$ cat src/rtl/mul_iter_ctrl.sv
// Iterative RV32M multiplier sequencer: sign handling, RADIX-bit shift-add steps, final negate
// and high/low word select, with valid/ready handshakes on both sides.
module mul_iter_ctrl #(
    parameter int RADIX      = 2,
    parameter bit EARLY_ZERO = 1'b1
) (
    input  logic        clk_i,
    input  logic        rst_n_i,
    input  logic        in_valid_i,
    output logic        in_ready_o,
    input  logic [1:0]  funct3_i,
    input  logic [31:0] rs1_i,
    input  logic [31:0] rs2_i,
    input  logic        flush_i,
    output logic        out_valid_o,
    input  logic        out_ready_i,
    output logic [31:0] result_o,
    output logic        busy_o
);

    // state | meaning
    // IDLE  | waiting for an op, in_ready_o high
    // PREP  | operand signs and magnitudes, accumulator/counter init
    // ITER  | one shift-add step per cycle, RADIX multiplier bits each
    // FIX   | conditional 64-bit negate and result word select
    // DONE  | result presented until writeback accepts it
    typedef enum logic [2:0] {IDLE, PREP, ITER, FIX, DONE} state_t;

    localparam int         ITERS    = 32 / RADIX;
    localparam logic [4:0] CNT_LOAD = 5'(ITERS - 1);

    state_t      state_q, state_d;
    logic [1:0]  funct3_q;
    logic [31:0] rs1_q, rs2_q;
    logic [31:0] mcand_q;
    logic [31:0] hi_q, lo_q;
    logic        neg_q;
    logic [4:0]  cnt_q;
    logic [31:0] result_q;

    logic        sign1, sign2;
    logic [31:0] mag_a, mag_b;
    logic        zero_skip;
    logic [33:0] pp0, pp1, step_sum;
    logic [31:0] hi_step, lo_step;
    logic [63:0] product, fixed;
    logic        accept;

    assign accept = in_valid_i && !flush_i && (state_q == IDLE);

    // Magnitude stays in 32 unsigned bits, so -2^31 maps to 2^31 without overflow.
    assign sign1     = ((funct3_q == 2'b01) || (funct3_q == 2'b10)) && rs1_q[31];
    assign sign2     = (funct3_q == 2'b01) && rs2_q[31];
    assign mag_a     = sign1 ? (32'd0 - rs1_q) : rs1_q;
    assign mag_b     = sign2 ? (32'd0 - rs2_q) : rs2_q;
    assign zero_skip = EARLY_ZERO && ((mag_a == 32'd0) || (mag_b == 32'd0));

    // 34-bit step sum: the 2-bit carry-out lands in the top of the new high word.
    assign pp0      = lo_q[0] ? {2'b00, mcand_q} : 34'd0;
    assign pp1      = ((RADIX == 2) && lo_q[1]) ? {1'b0, mcand_q, 1'b0} : 34'd0;
    assign step_sum = {2'b00, hi_q} + pp0 + pp1;
    assign hi_step  = step_sum[RADIX+31:RADIX];
    assign lo_step  = {step_sum[RADIX-1:0], lo_q[31:RADIX]};

    assign product = {hi_q, lo_q};
    assign fixed   = neg_q ? (64'd0 - product) : product;

    always_comb begin
        state_d = state_q;
        case (state_q)
            IDLE: if (accept) state_d = PREP;
            // Zero operands pass through FIX with a cleared accumulator, giving 0 in two cycles.
            PREP: state_d = zero_skip ? FIX : ITER;
            ITER: if (cnt_q == 5'd0) state_d = FIX;
            FIX:  state_d = DONE;
            DONE: if (out_ready_i) state_d = IDLE;
            default: state_d = IDLE;
        endcase
        if (flush_i) state_d = IDLE;
    end

    always_ff @(posedge clk_i or negedge rst_n_i) begin
        if (!rst_n_i) begin
            state_q  <= IDLE;
            funct3_q <= 2'b00;
            rs1_q    <= 32'd0;
            rs2_q    <= 32'd0;
            mcand_q  <= 32'd0;
            hi_q     <= 32'd0;
            lo_q     <= 32'd0;
            neg_q    <= 1'b0;
            cnt_q    <= 5'd0;
            result_q <= 32'd0;
        end else begin
            state_q <= state_d;
            case (state_q)
                IDLE: begin
                    if (accept) begin
                        funct3_q <= funct3_i;
                        rs1_q    <= rs1_i;
                        rs2_q    <= rs2_i;
                    end
                end
                PREP: begin
                    mcand_q <= mag_a;
                    hi_q    <= 32'd0;
                    lo_q    <= zero_skip ? 32'd0 : mag_b;
                    neg_q   <= sign1 ^ sign2;
                    cnt_q   <= CNT_LOAD;
                end
                ITER: begin
                    hi_q  <= hi_step;
                    lo_q  <= lo_step;
                    cnt_q <= cnt_q - 5'd1;
                end
                FIX: begin
                    if (!flush_i)
                        result_q <= (funct3_q == 2'b00) ? fixed[31:0] : fixed[63:32];
                end
                default: ;
            endcase
        end
    end

    assign in_ready_o  = (state_q == IDLE);
    assign busy_o      = (state_q != IDLE);
    assign out_valid_o = (state_q == DONE);
    assign result_o    = result_q;

endmodule

$ cat config.mk
export PLATFORM = sky130hd
export DESIGN_NAME = mul_iter_ctrl
export DESIGN_NICKNAME = d
export VERILOG_FILES = /design/src/rtl/mul_iter_ctrl.sv
export SDC_FILE = /design/constraint.sdc
export NUM_CORES = 1
export LEC_CHECK = 0
export ABC_CLOCK_PERIOD_IN_PS = 3300
export CORE_MARGIN = 10
export CORE_UTILIZATION = 40
export CTS_CLUSTER_SIZE = 16
export DETAILED_ROUTE_END_ITERATION = 12
export PLACE_DENSITY = 0.69
export SETUP_SLACK_MARGIN = 0.3
export SLEW_MARGIN = 20
export SYNTH_ARGS = -nofsm -noshare
export SYNTH_HDL_FRONTEND = slang
export SYNTH_SLANG_ARGS = --single-unit
$ cat constraint.sdc
create_clock -name clk_i -period 3.3 [get_ports clk_i]
set_input_delay 0.66 -clock clk_i [delete_from_list [all_inputs] [get_ports clk_i]]
set_output_delay 0.66 -clock clk_i [all_outputs]
set_load 0.02 [all_outputs]
# == After elaboration in Yosys (flattened, before gate mapping) ==
# Index checks and enable logic that the tools add are counted.
# totals
word_cells,60
input_bits,71
output_inout_bits,35
regBits,203
# classes
n_mux,16
addsub,6
n_eq_ne,9
n_bitwise,2
reduce_logical,17
# ops
op,n
32-bit two-way mux,5
32-bit one-hot mux with 2 select lines,2
32-bit logical NOT,2
64-bit two-way mux,1
1-bit by 32-bit subtractor with 32-bit output (first input constant),2
1-bit by 64-bit subtractor with 64-bit output (first input constant),1
33-bit by 33-bit adder with 34-bit output,1
32-bit by 32-bit adder with 33-bit output,1
33-bit two-way mux,1
3-bit one-hot mux with 5 select lines,1
3-bit two-way mux,4
5-bit one-hot mux with 2 select lines,1
3-bit by 2-bit equality test with 1-bit output (second input constant),2
5-bit logical NOT,1
5-bit by 1-bit subtractor with 5-bit output (second input constant),1
1-bit logical AND,4
2-bit AND reduction,2
3-bit by 1-bit equality test with 1-bit output (second input constant),1
3-bit equality test (second input constant),1
3-bit logical NOT,1
3-bit by 1-bit inequality test with 1-bit output (second input constant),1
3-bit by 2-bit inequality test with 1-bit output (second input constant),1
3-bit inequality test (second input constant),1
3-bit AND reduction,1
other kinds (10),11

# == Depth between registers and ports, before layout ==
# Gate-level depths: netlist of the first run.
# logic_depth
depth_word,9
ltp_mapped,14
ltp_nobuf,14

# == Worst setup path after synthesis of the first run ==
# Ideal clock, no wire load.
# synth_path
path_kind,register to register
start,reg lo_q[0]
end,reg hi_q[31]
stages_incl_launch_ff,15
t_arrival_ns,3.534
path_slack_ns,-0.312
required_ns,3.222
cell_sequence,dfrtp_1 -> clkbuf_1 -> and2_1 -> fa_1 -> inv_1 -> fa_1 -> nand2b_1 -> a21oi_1 -> o21ai_0 -> o21ai_0 -> a311o_1 -> nand2_1 -> o311ai_0 -> a2111oi_0 -> a21oi_1
# synth_between
elab_chain_cells,4
# synth_rtl
item,line,source
"start, declared",36,"logic [31:0] hi_q, lo_q;"
"start signal, assigned",107,lo_q <= zero_skip ? 32'd0 : mag_b;
"start signal, assigned",113,lo_q <= lo_step;
32-bit two-way mux,59,"assign pp0 = lo_q[0] ? {2'b00, mcand_q} : 34'd0;"
32-bit by 32-bit adder with 33-bit output,61,"assign step_sum = {2'b00, hi_q} + pp0 + pp1;"
33-bit by 33-bit adder with 34-bit output,61,
32-bit one-hot mux with 2 select lines,96,case (state_q)
"end signal, assigned",112,hi_q <= hi_step;
"end, declared",36,
# No other way between the ends.
# A chain may end at the register's enable or synchronous reset.

# == Worst setup path in the final report of the first run ==
# layout_path
start,reg lo_q[1]
end,reg hi_q[28]
# layout_between
elab_chain_cells,3
# layout_rtl
item,line,source
33-bit two-way mux,60,"assign pp1 = ((RADIX == 2) && lo_q[1]) ? {1'b0, mcand_q, 1'b0} : 34'd0;"
33-bit by 33-bit adder with 34-bit output,61,
32-bit one-hot mux with 2 select lines,96,
# No other way between the ends.

==> out/metrics.csv, run 1 <==
metric,value,unit
wl_per_cell,19.23,microns
critPathBufInv,2,
max_slew_margin,0.3978,
cts_tree,built,
cts.sinks,203,
globalRouteTotalUtil,0.1953,
p_sw,0.008965,W
p_per_area,1027,mW/mm^2
ant_nets,0,
grt_setup_unrepaired,yes,
power_leakage,8.309,nW
syn_inst,1554,
drtIter0Drc,1085,
gr-max-usage-layer,met2,
cts.reportedPaths.clkPinSlew,60,ps
clkLatencyLatePin,530,ps
port_buffers,105,
antenna_found_initial,0,
status,finished with violations,
fin_crit,3410,ps
area_growth,39.99,%
drt_wl_total,44520,microns
nFillCells,2875,
pwr-share-comb,0.620,
placed_cells,2232,
drtPass1Iterations,9,
avgSynthCellArea,9.049,sq um
fin_nets,1988,
p_int,0.01125,W
io_pins,106,
violations,setup timing,
vdd.ir_drop.worst,0.4997,mV
required,3710,ps
grt_pass1_wl,70460,microns
start_util,0.4061,
setup_viol,36,
drv_cap,0,
synth_edf_count,0,
start_kind,register,
max_freq,0.2932,GHz
place_ws,-137.2,ps
cp.arrival,3820,ps
ys_warn_count,0,
netlist_area,0.01406,sq mm
tightest_slew,903.3,ps
fin_crit_sh,1.033,
hpwl,32530,microns
post_drt_via_cell_ratio,5.632,
grt_max_degree,92,
core,0.03463,sq mm
die_h,207.5,microns
met3_usage,0.02467,
antenna_cells,0,
gr-usage-met1,0.2669,
holdWs,189.8,ps
setup_tns,-2117,ps
cp_max_fo,7,
setup_ws,-110.4,ps
finalHoldViolCount,0,
fp-row-count,68,
cp_top_family,compound AO/OA/AOI/OAI gates,
synth-main-ff-cell,dfrtp_1,
use_met2,0.3126,
syn-num-nets,1697,
die-area,0.04306,sq mm
regArea,0.005091,sq mm
hp-class,input port to asynchronous set/reset pin,
instances_no_fill,2315,
drc_errors,0,
path_depth,14,
grt_pass1_vias,12920,
cts_buffer_depth,3,
power.share.switching,0.4435,
yosysUniqueCellTypes,69,
power_frac_seq,0.244,
crit_chain,"buf_12, and2_4, fa_1, ha_4, a21oi_4, o311ai_4, a211o_1, a41o_1, nor2b_4, o21ai_4, buf_6, o21ai_2, xnor2_1, o21ai_1",
finalClockSkew,19.57,ps
h-tree-depth,1,
dr_total_vias,13040,
multi_input_area,0.009881,sq mm
ys_seq_elements,203,
critPathSlowestCell,fa_1,
endpoint_kind,register,
root_buffer,clkbuf_16,
postLayoutCellArea,0.01969,sq mm
dpl_cell_area,0.01731,sq mm
cts_buffers,24,
p_clk_frac,0.136,
yosysSeqAreaShare,0.3612,
r2r_cells,14,
die_x,207.5,microns
drive_gt1_frac,0.3253,
synth-async-reset-ratio,1.000,
criticalPathCategory,register to register,
grt_overflow,0,
max_stage_delay,550,ps
slew_viol_final,0,
place.gp.congestion,0.9118,
repair_timing:
action / in CTS / in global routing
resized for setup: 150 / 141
buffers inserted: 18 / 20
cloned: 3 / 1
pin swaps: 88 / 91
hold buffers: 0 / 0
setup endpoints to repair: 69 / 77
synthesized netlist by cell type, drive strengths merged (5+ instances only):
library cell | count | share of area
mux2i | 7 | 0.0050
a31oi | 19 | 0.0085
nor3 | 32 | 0.011
dfrtp | 203 | 0.36
o211ai | 5 | 0.0027
or4 | 21 | 0.012
nor3b | 9 | 0.0048
o221ai | 11 | 0.0069
a211oi | 11 | 0.0059
clkbuf | 89 | 0.024
or3 | 27 | 0.012
xor2 | 77 | 0.048
or2 | 12 | 0.0053
inv | 30 | 0.0080
xnor2 | 67 | 0.042
o31ai | 32 | 0.017
nand2 | 187 | 0.050
a21o | 11 | 0.0059
fa | 32 | 0.046
nand3 | 22 | 0.0078
ha | 40 | 0.036
nor2b | 16 | 0.0071
nor4 | 16 | 0.0080
nand4 | 12 | 0.0053
o21ai | 161 | 0.060
nand2b | 11 | 0.0049
and2 | 67 | 0.030
mux2 | 69 | 0.055
nor2 | 80 | 0.021
a21oi | 64 | 0.023
o41ai | 5 | 0.0031
a22oi | 34 | 0.018
buf | 9 | 0.0041
o21bai | 5 | 0.0027
final timing paths:
check | from | end | slack (ps)
worst max-delay path | lo_q[1]$_DFFE_PN0N_ | hi_q[28]$_DFFE_PN0N_ | -110
worst min-delay path | rst_n_i | rs1_q[2]$_DFFE_PN0P_ | 190
worst max register to register | lo_q[1]$_DFFE_PN0N_ | hi_q[28]$_DFFE_PN0N_ | -110
worst min register to register | result_o[5]$_DFFE_PN0P_ | result_o[5]$_DFFE_PN0P_ | 470
max in group asynchronous | rst_n_i | hi_q[1]$_DFFE_PN0N_ | 2220
min in group clk_i | result_o[5]$_DFFE_PN0P_ | result_o[5]$_DFFE_PN0P_ | 470
area by class of cell:
cell class | instances | share of cell area
clock buffer | 34 | 0.03553
clock inverter | 7 | 0.005784
inverter | 30 | 0.005720
multi-input combinational | 1224 | 0.5019
sequential | 203 | 0.2586
tap | 455 | 0.02892
timing repair buffer | 362 | 0.1635
power groups by stage:
stage          logic, W  registers (W)  clock network (W)
6_report         0.0125        0.00493            0.00275
5_1_grt          0.0136        0.00509            0.00289
4_1_cts          0.0115        0.00486            0.00280
3_5_place_dp     0.0107        0.00485                  0
3_3_place_gp     0.0104        0.00480                  0
2_1_floorplan   0.00655        0.00470                  0
routing by layer:
layer	wire length, microns	up-vias
met5	0	-
met4	1632	0
met3	2477	100
met2	20320	427
met1	20090	6369
li1	-	6143
sequential cells by signal (all words and copies together), names as in the netlist:
register  cells
cnt_q         5
funct3_q      2
hi_q         32
lo_q         32
mcand_q      32
neg_q         1
result_o     32
rs1_q        32
rs2_q        32
state_q       3
worst register-to-register path, delay by kind of cell (launching register included):
family / cells / cell delay (ps)
and+or+nand+nor: 2 / 290
adders and majority gates: 2 / 790
xor gates and xnor gates: 1 / 160
AOI/OAI and AO/OA: 7 / 1230
DFF: 1 / 510
buffers and inverters: 2 / 320
metrics by stage:
stage / total power, W / utilization
global route: 0.02156 / 0.5685
finish: 0.02021 / 0.5685
floorplan: 0.01126 / -
global placement: 0.01521 / 0.4997
CTS: 0.01917 / 0.5452
detailed placement: 0.01550 / 0.4997
cell usage in the layout, fill, tap and decap left out, types with 11 or more instances in the layout:
| cell | count |
|---|---|
| nor2b_1 | 14 |
| nand3_1 | 20 |
| buf_4 | 219 |
| nor2_1 | 74 |
| and2_4 | 15 |
| a21o_1 | 11 |
| o31ai_4 | 13 |
| o31ai_1 | 13 |
| a22oi_1 | 33 |
| clkbuf_16 | 27 |
| inv_1 | 27 |
| fa_1 | 27 |
| ha_1 | 20 |
| a21oi_1 | 42 |
| nand4_1 | 12 |
| or3_1 | 18 |
| and2_1 | 52 |
| ha_4 | 18 |
| o21ai_2 | 36 |
| or4_4 | 14 |
| clkdlybuf4s50_1 | 104 |
| o21ai_0 | 87 |
| nor3_1 | 25 |
| o21ai_1 | 36 |
| xor2_1 | 69 |
| mux2_2 | 68 |
| a21oi_2 | 19 |
| xnor2_1 | 65 |
| a31oi_1 | 18 |
| nand2_1 | 176 |
| buf_6 | 29 |
| dfrtp_1 | 196 |
logic make-up after synthesis:
logic type / count (synthesis) / share of synthesized area
adder cells (fa/ha/maj): 72 / 0.08115
AND/OR/NAND/NOR: 531 / 0.1912
XOR/XNOR: 144 / 0.08969
multiplexers: 76 / 0.06024
AO/OA/AOI/OAI: 400 / 0.1806
buffers and inverters: 128 / 0.03586
flip-flops: 203 / 0.3612
Power figures use the tool's default switching activity.
==> run 2, diff against run 1 <==
--- a/config.mk
+++ b/config.mk
@@ -6,6 +6,7 @@
 export NUM_CORES = 1
 export LEC_CHECK = 0
 export ABC_CLOCK_PERIOD_IN_PS = 3300
+export CAP_MARGIN = 10
 export CORE_MARGIN = 10
 export CORE_UTILIZATION = 40
 export CTS_CLUSTER_SIZE = 16
==> constraint.sdc (replaced) <==
create_clock -name clk_i -period 3.3 [get_ports clk_i]
set_input_delay 0.99 -clock clk_i [delete_from_list [all_inputs] [get_ports clk_i]]
set_output_delay 0.99 -clock clk_i [all_outputs]
set_load 0.02 [all_outputs]
==> run 2 against run 1 <==
Compared with the run above: the run still ends with setup timing left; clock power about the same; fmax shrank 1.5%; count of clock-buffer cells in the layout down 5; largest cell class unchanged; largest power group unchanged.
==> out/metrics.csv, run 2 (synthesis gave the netlist of run 1 again) <==
metric,value,unit
hpwl,32790,microns
port_buffers,105,
holdWs,472.0,ps
grt_max_degree,80,
fin_crit,3461,ps
grt_setup_unrepaired,yes,
drive_gt1_frac,0.3216,
reg2reg_from,lo_q[1]$_DFFE_PN0N_,
cts.sinks,203,
layout_commonest_cell,buf_4,
max_slew_margin,0.4388,
io_pins,106,
power,0.02019,W
vdd.ir_drop.worst,0.4781,mV
finalHoldViolCount,0,
h-tree-depth,1,
grt_overflow,0,
violations,setup timing,
drtPass1Iterations,5,
wl_per_cell,19.48,microns
fp-row-count,68,
power.share.switching,0.4452,
p_int,0.01120,W
endpoint_kind,register,
start_util,0.4061,
rrSetupSlack,-160,ps
root_buffer,clkbuf_16,
dr_total_vias,13140,
cp.arrival,3870,ps
setup_viol,37,
clkLatencyLatePin,540,ps
dpl_cell_area,0.01733,sq mm
power_frac_seq,0.245,
setup_ws,-160.6,ps
cts_tree,built,
globalRouteTotalUtil,0.1962,
die_h,207.5,microns
die_x,207.5,microns
cts_buffers,24,
hp-class,register to register,
die-area,0.04306,sq mm
max_freq,0.2890,GHz
start_kind,register,
criticalPathCategory,register to register,
drc_errors,0,
grt_pass1_vias,13040,
p_clk_frac,0.136,
area_growth,39.83,%
fin_nets,1998,
ant_nets,0,
post_drt_via_cell_ratio,5.643,
antenna_found_initial,0,
place.gp.congestion,0.9350,
fin_crit_sh,1.049,
p_sw,0.008987,W
power_leakage,8.325,nW
pwr-share-comb,0.620,
drt_wl_total,45350,microns
cts.reportedPaths.clkPinSlew,60,ps
nFillCells,2853,
postLayoutCellArea,0.01966,sq mm
p_per_area,1027,mW/mm^2
required,3710,ps
core,0.03463,sq mm
postCtsHoldBufs,0,
final_cell_mix,"buf_4 (229), dfrtp_1 (195), nand2_1 (177)",
drv_cap,0,
finalClockSkew,19.50,ps
cts_buffer_depth,3,
cp_max_fo,7,
status,finished with violations,
cp-startpoint,lo_q[1]$_DFFE_PN0N_,
drtIter0Drc,1118,
min-delay-start,result_o[5]$_DFFE_PN0P_,
tightest_slew,841.9,ps
grt_pass1_wl,70920,microns
slew_viol_final,0,
==> run 2: cell count changes in the layout (fill, tap and decap cells not counted), sizes merged, moves of 2 or more <==
cell,previous run,this run
clkbuf,37,33
clkinv,4,6
dlygate4sd2,0,3
inv,30,33
clkdlybuf4s50,104,101
buf,255,263
clkinvlp,0,2
==> run 2: metal layers <==
metal | wire length (microns) | share of wire | vias to the layer above | track usage
met4 | 1742 | 0.038 | 0 | 0.06849
li1 | - | - | 6166 | -
met1 | 20230 | 0.45 | 6414 | 0.2689
met2 | 20760 | 0.46 | 451 | 0.3116
met3 | 2628 | 0.058 | 105 | 0.02512
met5 | 0 | 0 | - | 0
==> run 2: power groups by stage <==
stage	Combinational [W]	Clock, W	Sequential (W)
6_report	0.0125	0.00274	0.00494
5_1_grt	0.0135	0.00289	0.00511
4_1_cts	0.0114	0.00280	0.00486
3_5_place_dp	0.0106	0	0.00488
3_3_place_gp	0.0104	0	0.00481
2_1_floorplan	0.00655	0	0.00470
==> run 2: stage by stage <==
| step | cells | setup TNS, ps | util | setup slack, ps |
|---|---|---|---|---|
| 2_1_floorplan | 1554 | 0 | - | 21.25 |
| 3_3_place_gp | 2232 | -136.6 | 0.5005 | -53.08 |
| 3_5_place_dp | 2232 | -3386 | 0.5005 | -196.0 |
| 4_1_cts | 2301 | -1536 | 0.5452 | -90.97 |
| 5_1_grt | 2327 | -7490 | 0.5678 | -267.0 |
| 6_report | 2328 | -3504 | 0.5679 | -160.6 |
==> run 2: final timing paths <==
kind / to / cells after the start
max reg2reg: hi_q[17]$_DFFE_PN0N_ / 16
max: hi_q[17]$_DFFE_PN0N_ / 16
min in group asynchronous: rs1_q[12]$_DFFE_PN0P_ / 1
min reg2reg: result_o[5]$_DFFE_PN0P_ / 2
min: result_o[5]$_DFFE_PN0P_ / 2
max in group asynchronous: result_o[5]$_DFFE_PN0P_ / 2
==> run 2: worst max-delay path: stages (launching register included) <==
cell and delay, ps:
dfrtp_2 480, buf_12 160, buf_16 120, and2_4 130, fa_2 550, ha_4 200
nand4_1 110, o21ai_1 80, a31oi_1 240, o21ai_2 130, buf_4 160, buf_6 130
a211oi_4 260, o21bai_1 140, a21oi_2 180, xor2_1 160, o21ai_1 70
==> run 2: final cells by class <==
class | instances | area, sq um | share of cell area
multi-input cells | 1224 | 9701 | 0.4933
flip-flops and latches | 203 | 5092 | 0.2590
repair buffers | 372 | 3381 | 0.1719
clock buffers | 29 | 629.4 | 0.03201
well taps | 455 | 569.3 | 0.02895
clock inverters | 14 | 176.4 | 0.008972
inverters | 30 | 112.6 | 0.005727
diodes | 1 | 2.502 | 0.0001273
==> run 2: repair_timing <==
action | in CTS | in global routing
gates resized for setup | 139 | 110
cloned | 4 | 3
setup endpoints to repair | 71 | 73
buffers inserted | 22 | 23
pin swaps | 76 | 85
==> run 3, diff against run 2 <==
--- a/config.mk
+++ b/config.mk
@@ -5,13 +5,13 @@
 export SDC_FILE = /design/constraint.sdc
 export NUM_CORES = 1
 export LEC_CHECK = 0
-export ABC_CLOCK_PERIOD_IN_PS = 3300
+export ABC_CLOCK_PERIOD_IN_PS = 3200
 export CAP_MARGIN = 10
 export CORE_MARGIN = 10
 export CORE_UTILIZATION = 40
 export CTS_CLUSTER_SIZE = 16
 export DETAILED_ROUTE_END_ITERATION = 12
-export PLACE_DENSITY = 0.69
+export PLACE_DENSITY = 0.67
 export SETUP_SLACK_MARGIN = 0.3
 export SLEW_MARGIN = 20
 export SYNTH_ARGS = -nofsm -noshare
==> constraint.sdc (replaced) <==
create_clock -name clk_i -period 3.2 [get_ports clk_i]
set_input_delay 0.96 -clock clk_i [delete_from_list [all_inputs] [get_ports clk_i]]
set_output_delay 0.96 -clock clk_i [all_outputs]
set_load 0.02 [all_outputs]
==> run 3 against run 2 <==
Compared with the run above: the flow still finishes with violations (setup timing); clock power about the same; worst hold slack worse by 80 ps; fmax up 1.3%; wire length decreased by 5.1%; global-route usage is 0.48 points lower; non-clock buffer count increased by 10; critical path depth down 6; via count is 2.2% lower; sequential share of layout area is 0.13 points higher; sequential power about the same; count of clock-buffer cells in the layout is 2 higher.
==> out/metrics.csv, run 3 (synthesis gave the netlist of run 1 again) <==
metric,value,unit
status,finished with violations,
violations,setup timing,
dr_total_vias,12850,
globalRouteTotalUtil,0.1914,
fin_nets,2007,
finalHoldViolCount,0,
die_h,207.5,microns
area_growth,39.16,%
finalClockSkew,14.21,ps
cp_top_family,simple AND/OR/NAND/NOR gates,
cts.sinks,203,
drive_gt1_frac,0.3204,
grt_setup_unrepaired,yes,
placed_cells,2267,
crit_top_cell,or4_4,
cts_buffer_depth,3,
port_buffers,105,
fin_crit_sh,1.067,
cts.reportedPaths.clkPinSlew,60,ps
drv_cap,0,
holdWs,391.7,ps
tightest_slew,919.6,ps
power,0.02057,W
required,3610,ps
crit_chain,"or3_4, or4_4, or4_4, a21oi_2, o21ai_1, or4_1, or4_4, nand2_8, buf_6, o21ai_2",
place_ws,-341.8,ps
grt_pass1_wl,69000,microns
drc_errors,0,
grt_pass1_vias,12730,
final_cell_mix,"buf_4 (251), dfrtp_1 (195), nand2_1 (179)",
clkLatencyLatePin,540,ps
max_freq,0.2928,GHz
criticalPathCategory,register to register,
cts_buffers,24,
cp-startpoint,rs2_q[1]$_DFFE_PN0P_,
reg2reg_from,rs2_q[1]$_DFFE_PN0P_,
start_kind,register,
vdd.ir_drop.worst,0.5457,mV
fin_crit,3415,ps
grt_max_degree,75,
cp_max_fo,6,
p_per_area,1051,mW/mm^2
drtPass1Iterations,6,
critPathBufInv,1,
setup_ws,-215.4,ps
max_stage_delay,530,ps
drt_wl_total,43050,microns
grt_overflow,0,
post_drt_via_cell_ratio,5.500,
start_util,0.4061,
h-tree-depth,1,
postCtsHoldBufs,0,
critPathSlowestCell,or4_4,
setup_viol,32,
max_slew_margin,0.3869,
io_pins,106,
hpwl,32690,microns
cts_tree,built,
die_x,207.5,microns
endpoint_kind,register,
instances_no_fill,2337,
antenna_found_initial,0,
cp.arrival,3830,ps
hp-class,input port to asynchronous set/reset pin,
die-area,0.04306,sq mm
drtIter0Drc,992,
ant_nets,0,
setup_tns,-5402,ps
slew_viol_final,0,
wl_per_cell,18.42,microns
place.gp.congestion,0.9689,
fp-row-count,68,
core,0.03463,sq mm
power_leakage,8.270,nW
root_buffer,clkbuf_16,
layout_commonest_cell,buf_4,
antenna_cells,0,
-- run 3: cell types whose count changed in the layout (fill, tap and decap cells not counted), moves of 5 or more --
cell      before  now
clkbuf_8       2    7
and2_1        52   60
buf_4        229  251
and2_4        15    7
-- run 3: worst register-to-register path, stage by stage, from the launching register on --
cell and delay [ps]:
dfrtp_1 400, or3_4 390, or4_4 480, or4_4 530, a21oi_2 130, o21ai_1 60
or4_1 510, or4_4 480, nand2_8 130, buf_6 130, o21ai_2 60
-- run 3: path summary, 6_finish.rpt --
path	depth (start not counted)	slack (ps)	to
min in group clk_i	2	470	result_o[5]$_DFFE_PN0P_
max reg2reg	10	-220	lo_q[0]$_DFFE_PN0N_
max in group asynchronous	2	1950	lo_q[1]$_DFFE_PN0N_
min	1	390	rs1_q[7]$_DFFE_PN0P_
min reg2reg	2	470	result_o[5]$_DFFE_PN0P_
max	10	-220	lo_q[0]$_DFFE_PN0N_
-- run 3: layout make-up --
type | count | area (sq um)
multi-input combinational | 1223 | 9707
timing repair buffer | 382 | 3289
clock inverter | 13 | 111.4
sequential | 203 | 5092
fill | 3019 | 15060
clock buffer | 31 | 686.9
inverter | 30 | 112.6
tap | 455 | 569.3
-- run 3: stage by stage --
| step | cell area [sq um] | util |
|---|---|---|
| 6_report | 19570 | 0.5651 |
| 5_1_grt | 19570 | 0.5651 |
| 4_1_cts | 18860 | 0.5446 |
| 3_5_place_dp | 17700 | 0.5111 |
| 3_3_place_gp | 17700 | 0.5111 |
| 2_1_floorplan | 14520 | - |
-- run 3: where the power goes --
| group | internal, W | total [W] | switching, W |
|---|---|---|---|
| combinational | 0.00617 | 0.0129 | 0.00672 |
| sequential | 0.00372 | 0.00496 | 0.00124 |
| clock | 0.00160 | 0.00274 | 0.00114 |
| total | 0.0115 | 0.0206 | 0.00909 |
-- run 3: what timing repair did --
item | 4_1_cts | 5_1_grt
resized for setup | 69 | 138
cloned | 0 | 0
endpoints found under the setup margin | 78 | 85
pin swaps | 24 | 42
setup buffers | 16 | 10
-- run 3: routing by layer --
metal,track usage,wire length (microns),up-vias
met3,0.02963,2574,94
li1,-,-,6168
met1,0.2641,19600,6190
met5,0,0,-
met2,0.2967,19320,401
met4,0.06899,1559,0
